`src/rtl/sequential_encoder_pkg.sv`:
```
// rtl/sequential_encoder_pkg.sv - shared types for the sequential multi-hot to index encoder
package sequential_encoder_pkg;

  // Two-state controller: waiting for a word, or draining its set bits
  typedef enum logic [0:0] {
    IDLE = 1'b0,
    EMIT = 1'b1
  } state_t;

endpackage

```
`src/rtl/sequential_encoder_one_hot_encoder.sv`:
```
// rtl/sequential_encoder_one_hot_encoder.sv - lowest-set-bit isolate and binary encode (zero input gives 0)
module one_hot_encoder #(
  parameter int WORD_WIDTH = 8
) (
  input  logic [WORD_WIDTH-1:0]         word,
  output logic [$clog2(WORD_WIDTH)-1:0] index
);

  localparam int INDEX_WIDTH = $clog2(WORD_WIDTH);

  logic [WORD_WIDTH-1:0] lowest;

  // Two's complement trick keeps only the lowest set bit
  assign lowest = word & (~word + WORD_WIDTH'(1));

  // OR together the positions of the (at most one) set bit
  always_comb begin
    index = '0;
    for (int i = 0; i < WORD_WIDTH; i++) begin
      if (lowest[i]) begin
        index = index | INDEX_WIDTH'(i);
      end
    end
  end

endmodule

```
`src/rtl/sequential_encoder.sv`:
```
// rtl/sequential_encoder.sv - serialise a multi-hot word into indices, lowest first (optional SEQUENTIAL_ENCODER_COUNT_EN)
module sequential_encoder
  import sequential_encoder_pkg::*;
#(
  parameter int WORD_WIDTH = 8
) (
  input  logic                            clk,
  input  logic                            rst_n,
  input  logic                            in_valid,
  output logic                            in_ready,
  input  logic [WORD_WIDTH-1:0]           in_word,
  output logic                            out_valid,
  input  logic                            out_ready,
  output logic [$clog2(WORD_WIDTH)-1:0]   out_index,
`ifdef SEQUENTIAL_ENCODER_COUNT_EN
  output logic [$clog2(WORD_WIDTH):0]     out_remaining,
`endif
  output logic                            out_last
);

  localparam int INDEX_WIDTH = $clog2(WORD_WIDTH);

  state_t                state;
  logic [WORD_WIDTH-1:0] pending;
  logic [WORD_WIDTH-1:0] pending_cleared;
  logic                  single_bit;
  logic                  out_fire;
  logic [INDEX_WIDTH-1:0] lowest_index;

  one_hot_encoder #(
    .WORD_WIDTH(WORD_WIDTH)
  ) u_one_hot_encoder (
    .word  (pending),
    .index (lowest_index)
  );

  // pending with its lowest set bit removed; exactly one bit set when this is zero
  assign pending_cleared = pending & (pending - WORD_WIDTH'(1));
  assign single_bit      = (pending != '0) && (pending_cleared == '0);

  // Outputs depend only on registered state, never on in_* directly
  assign in_ready  = (state == IDLE);
  assign out_valid = (state == EMIT);
  assign out_index = (state == EMIT) ? lowest_index : '0;
  assign out_last  = (state == EMIT) && single_bit;
  assign out_fire  = out_valid && out_ready;

  // Controller and pending register: load on accept, peel one bit per output transfer
  always_ff @(posedge clk or negedge rst_n) begin
    if (!rst_n) begin
      state   <= IDLE;
      pending <= '0;
    end else begin
      case (state)
        IDLE: begin
          if (in_valid && (in_word != '0)) begin
            pending <= in_word;
            state   <= EMIT;
          end
        end
        EMIT: begin
          if (out_fire) begin
            pending <= pending_cleared;
            if (single_bit) begin
              state <= IDLE;
            end
          end
        end
        default: begin
          state   <= IDLE;
          pending <= '0;
        end
      endcase
    end
  end

`ifdef SEQUENTIAL_ENCODER_COUNT_EN
  // Popcount of pending; pending is zero in IDLE so this reads 0 there
  always_comb begin
    out_remaining = '0;
    for (int i = 0; i < WORD_WIDTH; i++) begin
      out_remaining = out_remaining + (INDEX_WIDTH + 1)'(pending[i]);
    end
  end
`endif

endmodule

```
`config.mk`:
```
export PLATFORM = sky130hd
export DESIGN_NAME = sequential_encoder
export DESIGN_NICKNAME = d
export VERILOG_FILES = /design/src/rtl/sequential_encoder_pkg.sv /design/src/rtl/sequential_encoder_one_hot_encoder.sv /design/src/rtl/sequential_encoder.sv
export SDC_FILE = /design/constraint.sdc
export NUM_CORES = 1
export LEC_CHECK = 0
export BUFFER_PORTS_ARGS = -buffer_cell sky130_fd_sc_hd__buf_2
export CAP_MARGIN = 20
export CORE_AREA = 2 2 54 56
export DETAILED_ROUTE_END_ITERATION = 8
export DIE_AREA = 0 0 56 58
export GPL_ROUTABILITY_DRIVEN = 1
export REMOVE_ABC_BUFFERS = 1
export SYNTH_ARGS = -nofsm -noshare
export SYNTH_HDL_FRONTEND = slang
export SYNTH_HIERARCHICAL = 1
export SYNTH_SLANG_ARGS = --single-unit
```
`constraint.sdc`:
```
create_clock -name clk -period 1.55 [get_ports clk]
set_input_delay 0.2325 -clock clk [delete_from_list [all_inputs] [get_ports clk]]
set_output_delay 0.2325 -clock clk [all_outputs]
set_load 0.005 [all_outputs]
```
Word-level counts from Yosys, hierarchy flattened
Index checks and enable logic that the tools add are counted.
{ "classes": {"n_addsub": 2, "mul": 0, "div": 0, "order_cmp": 0, "n_eq_ne": 2, "shifts": 0, "n_mux": 15, "bitwise_logic": 4, "reduce_logical": 8} }
{ "op_table": {"columns": ["operator", "count"], "rows": [
  ["$and A8 B8 Y8", 2],
  ["$mux W8", 2],
  ["$pmux W8 S2", 1],
  ["$reduce_bool A8 Y1", 2],
  ["$mux W3", 5],
  ["$add A8 B1 Y8 const B", 1],
  ["$logic_not A8 Y1", 1],
  ["$not A8 Y8", 1],
  ["$sub A8 B1 Y8 const B", 1],
  ["$logic_and A1 B1 Y1", 4],
  ["$mux W1", 4],
  ["$mux W2", 2],
  ["$ne A2 B1 Y1 const B", 2],
  ["$pmux W1 S2", 1],
  ["$reduce_and A2 Y1", 1],
  ["$not A1 Y1", 1]
]} }
{ "word_totals": {"regBits": 9, "latchBits": 0, "ramBits": 0, "romBits": 0, "input_bits": 12, "output_inout_bits": 6, "wordCells": 33, "n_memories": 0} }

Depth between registers and ports, before layout
Gate-level depths: netlist of run 1.
{ "depth": {"ltp_word": 11, "depth_mapped": 5, "mapped_depth_nobuf": 4} }

By module
Netlist of run 1, hierarchy kept.
{ "by_module_without_submodules": {"columns": ["module", "n_inst", "cells_each", "area_each_um2", "seq_area_each_um2"], "rows": [
  ["sequential_encoder", 1, 59, 548.0, 225.2],
  ["one_hot_encoder", 1, 11, 93.8, 0.0]
]} }

Least setup slack after synthesis of run 1
OpenSTA, ideal clock, no wires.
{ "synth_path": {"kind": "reg-to-output", "from": "reg pending[0]", "to": "out out_last", "arrival_time_ps": 1455, "required_time_ps": 1317, "path_slack_ps": -137, "stages_incl_launch_ff": 6, "n_path_buf": 1, "cell_sequence": "dfrtp_1 or4_1 buf_2 o211ai_1 o21ai_1 and2_1"} }
{ "synth_via": {"elab_chain_cells": 5, "word_cells_on_any_way": 6, "classes_between": "add/sub (1); bitwise (1); reduce/logical (4)"} }
{ "synth_rtl": {"columns": ["item", "line", "text"], "rows": [
  ["start, declared", "sequential_encoder.sv:24", "logic [WORD_WIDTH-1:0] pending;"],
  ["start signal, assigned", "sequential_encoder.sv:57", "pending <= in_word;"],
  ["start signal, assigned", "sequential_encoder.sv:63", "pending <= pending_cleared;"],
  ["$sub A8 B1 Y8", "sequential_encoder.sv:38", "assign pending_cleared = pending & (pending - WORD_WIDTH'(1));"],
  ["$and A8 B8 Y8", "sequential_encoder.sv:38", null],
  ["$logic_not A8 Y1", "sequential_encoder.sv:39", "assign single_bit = (pending != '0) && (pending_cleared == '0);"],
  ["$logic_and A1 B1 Y1 *", "sequential_encoder.sv:39", null],
  ["$logic_and A1 B1 Y1 *", "sequential_encoder.sv:45", "assign out_last = (state == EMIT) && single_bit;"],
  ["end, declared", "sequential_encoder.sv:18", "output logic out_last"]
]} }
Mark *: on every way between the ends. The rest lies on a longest branch, timed or not.

Final worst setup path of run 1
Same ends and word-level chain as after synthesis.

==> results of run 1 <==
## cell type report
class	count	share of cell area
clock buffer	4	0.0267
timing repair buffer	33	0.219
tap	31	0.0394
inverter	3	0.0140
sequential	9	0.234
multi-input combinational	55	0.468
## registers in the layout, summed over array words and instances, names as in the netlist
register	cells
pending	8
out_valid	1
## what timing repair did
action                                  in CTS  in global routing
pin swaps                                    9                  8
hold endpoints to repair                     9                  0
resized for setup                           10                 13
endpoints found under the setup margin       8                  9
hold buffers                                 1                  0
setup buffers                                5                  2
## metrics by stage
stage / util / hold WS [ns] / setup slack [ns]
after floorplan: - / -0.0631 / -0.137
after global placement: 0.319 / 0.0954 / -0.0908
after detailed placement: 0.319 / 0.101 / -0.121
after CTS: 0.359 / 0.213 / -0.329
after global routing: 0.370 / 0.209 / -0.416
final: 0.370 / 0.219 / -0.319
## Yosys cell counts (all sizes together)
cell type,n,share of area
clkbuf,1,0.0058
nor2,5,0.033
xor2,1,0.014
nand2,2,0.012
nor4b,3,0.051
buf,2,0.016
o41ai,1,0.025
o211ai,1,0.012
a211oi,4,0.055
a22o,8,0.11
and2,4,0.039
o21bai,1,0.012
inv,3,0.018
o21ai,9,0.070
a21oi,2,0.016
nor4,5,0.068
a21boi,1,0.018
dfrtp,9,0.35
nor2b,2,0.019
nor3,2,0.016
or4,1,0.012
o22ai,3,0.029
## worst max-delay path: cells and delay by family, from the launching register on
| kind | cells | cell delay [ns] |
|---|---|---|
| buf+inv | 1 | 0.12 |
| simple gates | 2 | 0.68 |
| flops | 1 | 0.37 |
| compound gates | 2 | 0.20 |
## power groups by stage
| stage | Clock [mW] | Combinational [mW] | Sequential (mW) |
|---|---|---|---|
| floorplan | 0 | 0.694 | 0.532 |
| global placement | 0 | 1.26 | 0.452 |
| detailed placement | 0 | 1.29 | 0.457 |
| CTS | 0.186 | 1.59 | 0.474 |
| global route | 0.199 | 1.76 | 0.533 |
| finish | 0.182 | 1.56 | 0.509 |
## cells by family after synthesis
| family | count (synthesis) | share of synthesized area |
|---|---|---|
| flip-flops | 9 | 0.351 |
| XOR/XNOR | 1 | 0.0136 |
| AND/OR/NAND/NOR | 24 | 0.250 |
| AO/OA/AOI/OAI | 30 | 0.347 |
| buffers and inverters | 6 | 0.0390 |
## metal layers
metal | part of all wire | routed length, um | global-route usage | vias up
li1 | - | - | - | 347
met1 | 0.47 | 856 | 0.156 | 343
met2 | 0.48 | 873 | 0.212 | 15
met3 | 0.049 | 90 | 0.0446 | 0
met4 | 0 | 0 | 0.0204 | 0
met5 | 0 | 0 | 0 | -
## worst paths after layout
kind | slack (ns) | cells past startpoint | startpoint | to
min in group asynchronous | 0.36 | 2 | rst_n | pending[6]$_DFFE_PN0P_
hold / removal | 0.22 | 2 | in_word[3] | pending[3]$_DFFE_PN0P_
max in group asynchronous | 1.00 | 2 | rst_n | pending[7]$_DFFE_PN0P_
setup reg to reg | -0.08 | 5 | pending[0]$_DFFE_PN0P_ | pending[7]$_DFFE_PN0P_
hold reg to reg | 0.65 | 2 | pending[3]$_DFFE_PN0P_ | pending[3]$_DFFE_PN0P_
setup / recovery | -0.32 | 5 | pending[0]$_DFFE_PN0P_ | out_last
==> summary.txt, run 1 <==
Outcome
  • Outcome: finished, violations left
  • Failing checks: setup timing

Timing
  • Final Slew Violations: 0
  • Worst rel slew slack: 0.705
  • Period utilisation layout: 1.21
  • Minimum clock period: 1.87 ns
  • Final Skew: 0.00328 ns
  • Fmax: 535 MHz
  • Final Hold Viols: 0
  • RSZ-0062 raised after global routing: yes
  • Worst slew pin tran: 0.438 ns
  • Setup violations, final: 7
  • Final TNS setup: -0.880 ns
  • Final setup margin: -0.319 ns

Placed design
  • Placed cell areas: 850 um2
  • Placed Cells incl. Taps: 128
  • Detail Placement HPWL: 1390 um
  • Global placer's final weighted congestion: 0.759
  • Port bufs: 17

Logic synthesis
  • Post-Syn Area: 642 um2
  • Ys Warns: 6
  • Seq cells post-synth: 9
  • Synth unique cells: 28
  • Part of the Yosys area used for sequential elements: 0.351
  • Mapped Cells: 70
  • Syn_area_per_cell: 9.17 um2

Die
  • Die width: 56 um
  • Die ar.: 3250 um2
  • Die H: 58 um
  • Initial Util: 0.241
  • # IOs: 18
  • Core Box Area: 2660 um2
  • # rows: 19

Detailed routing
  • Drt drc: 0
  • Routed len/inst: 13.5 um
  • Final WL: 1820 um
  • First DRT Iteration DRCs: 7
  • Vias per inst: 5.22
  • DRT Pass-1 Iters: 4
  • Via count: 705
  • Antenna viol nets, final: 0

Power and ir drop
  • Clock share of power: 0.081
  • Worst vdd rail ir drop: 0.000985 V
  • Reg power frac: 0.226
  • Switching share of power: 0.422
  • Combinational group share of total power: 0.693
  • Switching power: 950 uW
  • Power, Total: 2.25 mW
  • Internal Power: 1.30 mW
  • Leak: 0.431 nW
  • Cell Pwr Density: 2280 nW/um2

Worst setup path
  • CP peak stage delay: 0.55 ns
  • CP endpoint kind: output port
  • Worst Path Max Fanout: 3
  • Crit path kind: reg -> out
  • Slowest cell on crit path: or4_4
  • Required @ worst endpoint: 1.32 ns
  • Startpoint types: register
  • Cell Chain, Critical Path: or4_4 -> o211ai_1 -> o21ai_2 -> and2_1 -> buf_2
  • Crit path arrival time: 1.64 ns

Finish
  • Antenna diodes: 0
  • Fin cells: 135
  • Multi-input logic area: 460 um2
  • Fill cells: 278
  • P&R area growth vs syn: 53.4%
  • Nets: 117
  • Most frequent cells in the layout: buf_2 (17), buf_4 (13), a22o_1 (7), dfrtp_1 (5)
  • Storage cell area: 230 um2
  • Final instance area: 985 um2
  • Most common cell after layout, fill and taps aside: buf_2
  • Fraction of layout cells with a size suffix above 1: 0.548

Global routing
  • Pin count of the biggest net entering global routing: 12
  • Global-route wire length before repair: 3150 um
  • Tot GR Track Use: 0.125
  • Vias in the first global route: 693
  • GRT overflow: 0
  • Antenna violations before repair: 0

CTS
  • Clock Latency Late Sink: 0.26 ns
  • H-tree depth: 1
  • CTS sink count: 9
  • Clk root buf: clkbuf_4
  • CTS Buf Count: 3
  • CTS tree: yes
  • Clock Pin Slew Worst Setup and Hold Paths: 0.06 ns
  • CTS max path bufs: 2

Worst hold path
  • Worst min-delay path class: in -> reg

Run
  • Max_cap viols: 0
(Power assumes the default switching activity.)
==> run 2, diff against run 1 <==
- ABC_AREA: unset -> 1
- CORE_AREA: 2 2 54 56 -> 2 2 61 63
- DIE_AREA: 0 0 56 58 -> 0 0 63 65
==> summary.txt, run 2 <==
Logic synthesis
  • Yosys top cell by area: dfrtp_1
  • Post-synth EDFFs: 0
  • Post-Syn Area: 830 um2
  • Synth cell count leaders: nand2_1 (39), inv_1 (22), nor2_1 (22)
  • Part of the Yosys area used for sequential elements: 0.271
  • Synth Flop Type: dfrtp_1
  • Asr flop ratio synth: 1.00
  • Ranking of synthesized cells by area: dfrtp_1 (27%), nand2_1 (18%), inv_1 (10%), nor2_1 (10%), nor2_2 (5.3%)
  • Synth unique cells: 22
  • Top cell type's share of synthesized area: 0.271
  • Top-count cell post-synth: nand2_1
  • Seq cells post-synth: 9
  • Syn_area_per_cell: 6.24 um2
  • Mapped Cells: 133
  • Ys Warns: 6

Power and ir drop
  • Leak: 0.580 nW
  • Worst vdd rail ir drop: 0.000914 V
  • Cell Pwr Density: 1890 nW/um2
  • Power, Total: 2.02 mW

Timing
  • Final TNS setup: -0.306 ns
  • RSZ-0062 raised after global routing: yes
  • Hold WS: 0.238 ns
  • Fmax: 585 MHz
  • Final setup margin: -0.159 ns
  • Final Skew: 0.000977 ns
  • Minimum clock period: 1.71 ns
  • Final Slew Violations: 0
  • Setup violations, final: 4
  • Final Hold Viols: 0
  • Worst slew pin tran: 0.232 ns
  • Worst rel slew slack: 0.845
  • Period utilisation layout: 1.10

Placed design
  • Detail Placement HPWL: 1490 um
  • Global placer's final weighted congestion: 0.783
  • Port bufs: 17

CTS
  • Clk root buf: clkbuf_4
  • Clock Latency Late Sink: 0.27 ns
  • CTS tree: yes
  • CTS sink count: 9
  • Clock Pin Slew Worst Setup and Hold Paths: 0.06 ns
  • H-tree depth: 1
  • CTS Buf Count: 3
  • CTS max path bufs: 2

Global routing
  • Tot GR Track Use: 0.105
  • GRT overflow: 0
  • Global-route wire length before repair: 3310 um
  • Vias in the first global route: 782
  • Antenna violations before repair: 0
  • Pin count of the biggest net entering global routing: 15

Die
  • Die width: 63 um
  • Die ar.: 4100 um2
  • Initial Util: 0.237
  • Core Box Area: 3500 um2
  • # IOs: 18
  • Die H: 65 um
  • # rows: 22

Finish
  • P&R area growth vs syn: 28.7%
  • Fraction of layout cells with a size suffix above 1: 0.371
  • Max reg flops: 8
  • Antenna diodes: 0
  • Largest Register: pending
  • Most frequent cells in the layout: nand2_1 (38), inv_1 (21), nor2_1 (19), buf_2 (17), nor2_2 (9)
  • Nets: 172
  • Final Core Density: 0.305
  • Most common cell after layout, fill and taps aside: nand2_1

Worst setup path
  • Most frequent cell on the critical path: nand2_1
  • Worst R2R Start: pending[1]$_DFFE_PN0P_
  • Slowest cell on crit path: dfrtp_2
  • Crit path kind: reg -> out
  • Cell Chain, Critical Path: nor2_4 -> nand2_1 -> nand2_2 -> nand3_1 -> nor2_2 -> nand2_1 -> nor2_1 -> buf_2
  • CP Launch Point: pending[1]$_DFFE_PN0P_
  • Worst Path Max Fanout: 5
  • Startpoint types: register
  • Required @ worst endpoint: 1.32 ns
  • CP endpoint kind: output port
  • Crit path arrival time: 1.48 ns
  • CP peak stage delay: 0.43 ns

Detailed routing
  • Antenna viol nets, final: 0
  • DRT Pass-1 Iters: 4
  • First DRT Iteration DRCs: 16
  • Via count: 852
  • Vias per inst: 4.12
  • Drt drc: 0
  • Final WL: 1880 um
  • Routed len/inst: 9.10 um

Outcome
  • Failing checks: setup timing
  • Outcome: finished, violations left

Run
  • Max_cap viols: 0

Worst hold path
  • Hold_sp: in_word[0]
  • Worst min-delay path class: in -> reg
==> run 2: layer usage <==
metal	track usage	up-vias	part of all wire
li1	-	451	-
met1	0.134	370	0.49
met2	0.165	27	0.44
met3	0.0174	4	0.054
met4	0.0667	0	0.016
met5	0	-	0
==> run 2: kinds of logic (layout without fill, tap and decap cells) <==
family	Yosys count	in the layout	synth area share
DFF	9	9	0.271
buffers and inverters	27	53	0.137
and+or+nand+nor	81	81	0.440
AOI/OAI and AO/OA	16	16	0.151
==> run 2: critical path: cells and delay by family (launching register included) <==
kind	cells	cell delay, ns
simple gates	7	0.67
flops	1	0.43
buf+inv	1	0.11
==> run 2: cell type report <==
cell class / count / area (um2)
tap: 48 / 60.1
multi-input combinational: 97 / 505
inverter: 24 / 90.1
clock buffer: 4 / 26.3
sequential: 9 / 230
timing repair buffer: 25 / 155
fill: 404 / 2430
==> run 2: where the power goes <==
| group | internal, mW | total (mW) | switching (mW) | leakage (nW) |
|---|---|---|---|---|
| Combinational | 0.581 | 1.33 | 0.745 | 0.458 |
| Clock | 0.0998 | 0.190 | 0.0904 | 0.0150 |
| Sequential | 0.345 | 0.504 | 0.159 | 0.107 |
==> run 2: path summary, 6_finish.rpt <==
path | cells after the start | to | slack [ns]
worst min register to register | 2 | pending[0]$_DFFE_PN0P_ | 0.61
max in group asynchronous | 2 | pending[4]$_DFFE_PN0P_ | 0.99
min in group asynchronous | 2 | pending[2]$_DFFE_PN0P_ | 0.36
worst min-delay path | 3 | pending[0]$_DFFE_PN0P_ | 0.24
worst max register to register | 8 | out_valid$_DFF_PN0_ | 0.30
worst max-delay path | 8 | out_last | -0.16
==> run 2: per-stage QoR <==
step,std cells,setup WS [ns],instance area [um2]
floorplan,130,0.252,806
global placement,199,0.0923,981
detailed placement,199,0.0746,981
CTS,207,-0.169,1050
global route,207,-0.295,1070
finish,207,-0.159,1070
==> run 2: repair_timing <==
item,CTS,global route
hold endpoints to repair,9,0
hold buffers,1,0
endpoints found under the setup margin,4,4
pin swaps,2,2
buffers inserted,3,0
resized for setup,6,6
==> run 3, diff against run 2 <==
- CORE_AREA: 2 2 61 63 -> 2 2 52 54
- DIE_AREA: 0 0 63 65 -> 0 0 54 56
- clock period: 1.55 -> 2 ns (I/O delays scaled with it)
==> summary.txt, run 3 (same netlist as run 2, synthesis figures left out) <==
Global routing
  • Vias in the first global route: 795
  • Tot GR Track Use: 0.141
  • Pin count of the biggest net entering global routing: 15
  • Antenna violations before repair: 0
  • Global-route wire length before repair: 3240 um
  • GRT overflow: 0

Timing
  • Final Skew: 0.000634 ns
  • Fmax: 543 MHz
  • Worst slew pin tran: 0.242 ns
  • Final Hold Viols: 0
  • Hold WS: 0.315 ns
  • Final Slew Violations: 0
  • Setup violations, final: 0
  • Worst rel slew slack: 0.839
  • RSZ-0062 raised after global routing: no
  • Minimum clock period: 1.84 ns
  • Final TNS setup: 0 ns
  • Final setup margin: 0.160 ns
  • Period utilisation layout: 0.920

Finish
  • Most frequent cells in the layout: nand2_1 (39), inv_1 (22), nor2_1 (22), buf_2 (17), dfrtp_1 (8)
  • Final instance area: 973 um2
  • Most common cell after layout, fill and taps aside: nand2_1
  • P&R area growth vs syn: 17.3%
  • Largest Register: pending
  • Fill cells: 267
  • Antenna diodes: 0
  • Fin cells: 183
  • Final Core Density: 0.400
  • Nets: 166
  • Fraction of layout cells with a size suffix above 1: 0.294
  • Max reg flops: 8

Detailed routing
  • First DRT Iteration DRCs: 14
  • Antenna viol nets, final: 0
  • Vias per inst: 4.60
  • Via count: 842
  • Final WL: 1880 um
  • Drt drc: 0
  • Routed len/inst: 10.2 um
  • DRT Pass-1 Iters: 4

Die
  • Die width: 54 um
  • Core Box Area: 2430 um2
  • Die H: 56 um
  • Initial Util: 0.341
  • # IOs: 18
  • # rows: 18
  • Die ar.: 3020 um2

CTS
  • H-tree depth: 1
  • Clock Latency Late Sink: 0.26 ns
  • CTS sink count: 9
  • Clk root buf: clkbuf_4
  • CTS Buf Count: 3
  • Buffer count from post-CTS setup fixing: 0
  • CTS tree: yes
  • CTS max path bufs: 2
  • Clock Pin Slew Worst Setup and Hold Paths: 0.06 ns

Power and ir drop
  • Power, Total: 1.44 mW
  • Worst vdd rail ir drop: 0.000727 V
  • Leak: 0.550 nW
  • Cell Pwr Density: 1480 nW/um2

Worst hold path
  • Worst min-delay path class: in -> reg

Worst setup path
  • Startpoint types: register
  • Required @ worst endpoint: 1.70 ns
  • Worst Path Max Fanout: 5
  • CP endpoint kind: output port
  • Crit path arrival time: 1.54 ns
  • Crit path kind: reg -> out

Placed design
  • Placed Cells incl. Taps: 178
  • Port bufs: 17
  • Worst slack, placed: 0.431 ns
  • Placed cell areas: 936 um2
  • Global placer's final weighted congestion: 0.835
  • Detail Placement HPWL: 1440 um

Outcome
  • Outcome: complete, no violations

Run
  • Max_cap viols: 0
==> run 3: cell types whose count changed in the layout (fill, tap and decap cells not counted), moves of 2 or more <==
cell	change
buf_4	-4
buf_6	-2
dfrtp_1	+3
dfrtp_2	-3
nor2_1	+3
nor2_2	-2
==> run 3: where the power goes <==
| group | leakage [nW] | internal (mW) | switching (mW) |
|---|---|---|---|
| Combinational | 0.425 | 0.360 | 0.555 |
| Sequential | 0.110 | 0.262 | 0.120 |
| Clock | 0.0150 | 0.0770 | 0.0672 |
| Total | 0.550 | 0.698 | 0.742 |
==> run 3: final timing paths <==
path | slack [ns] | to | depth (start not counted) | start
worst max register to register | 0.68 | out_valid$_DFF_PN0_ | 8 | pending[0]$_DFFE_PN0P_
max in group asynchronous | 1.36 | pending[0]$_DFFE_PN0P_ | 2 | rst_n
min in group asynchronous | 0.43 | pending[1]$_DFFE_PN0P_ | 2 | rst_n
worst min register to register | 0.62 | pending[7]$_DFFE_PN0P_ | 2 | pending[7]$_DFFE_PN0P_
worst max-delay path | 0.16 | out_last | 8 | pending[0]$_DFFE_PN0P_
worst min-delay path | 0.32 | pending[0]$_DFFE_PN0P_ | 3 | in_word[0]
==> run 3: final cells by class <==
cell class,count,area (um2),share of cell area
Inverter,24,90.1,0.0925
Multi-Input combinational cell,97,490,0.504
Sequential cell,9,226,0.233
Tap cell,30,37.5,0.0386
Timing Repair Buffer,19,103,0.105
Clock buffer,4,26.3,0.0270
==> run 3: critical path, cell delays in order (launching register included) <==
cell     delay (ns)
dfrtp_2        0.46
nor2_4         0.18
nand2_1        0.11
nand2_1        0.09
nand3_1        0.10
nor2_2         0.11
nand2_1        0.06
nor2_1         0.07
buf_2          0.11
==> run 3: per-layer routing <==
layer,part of all wire,wire length [um],global-route usage
met1,0.51,949,0.195
met2,0.45,848,0.218
met3,0.027,51,0.00806
met4,0.013,25,0.0643
met5,0,0,0
==> run 3: timing repair <==
action                                  CTS  global route
gates resized for setup                   0             1
hold buffers                              1             0
endpoints found under the setup margin    0             1
hold endpoints to repair                  9             0
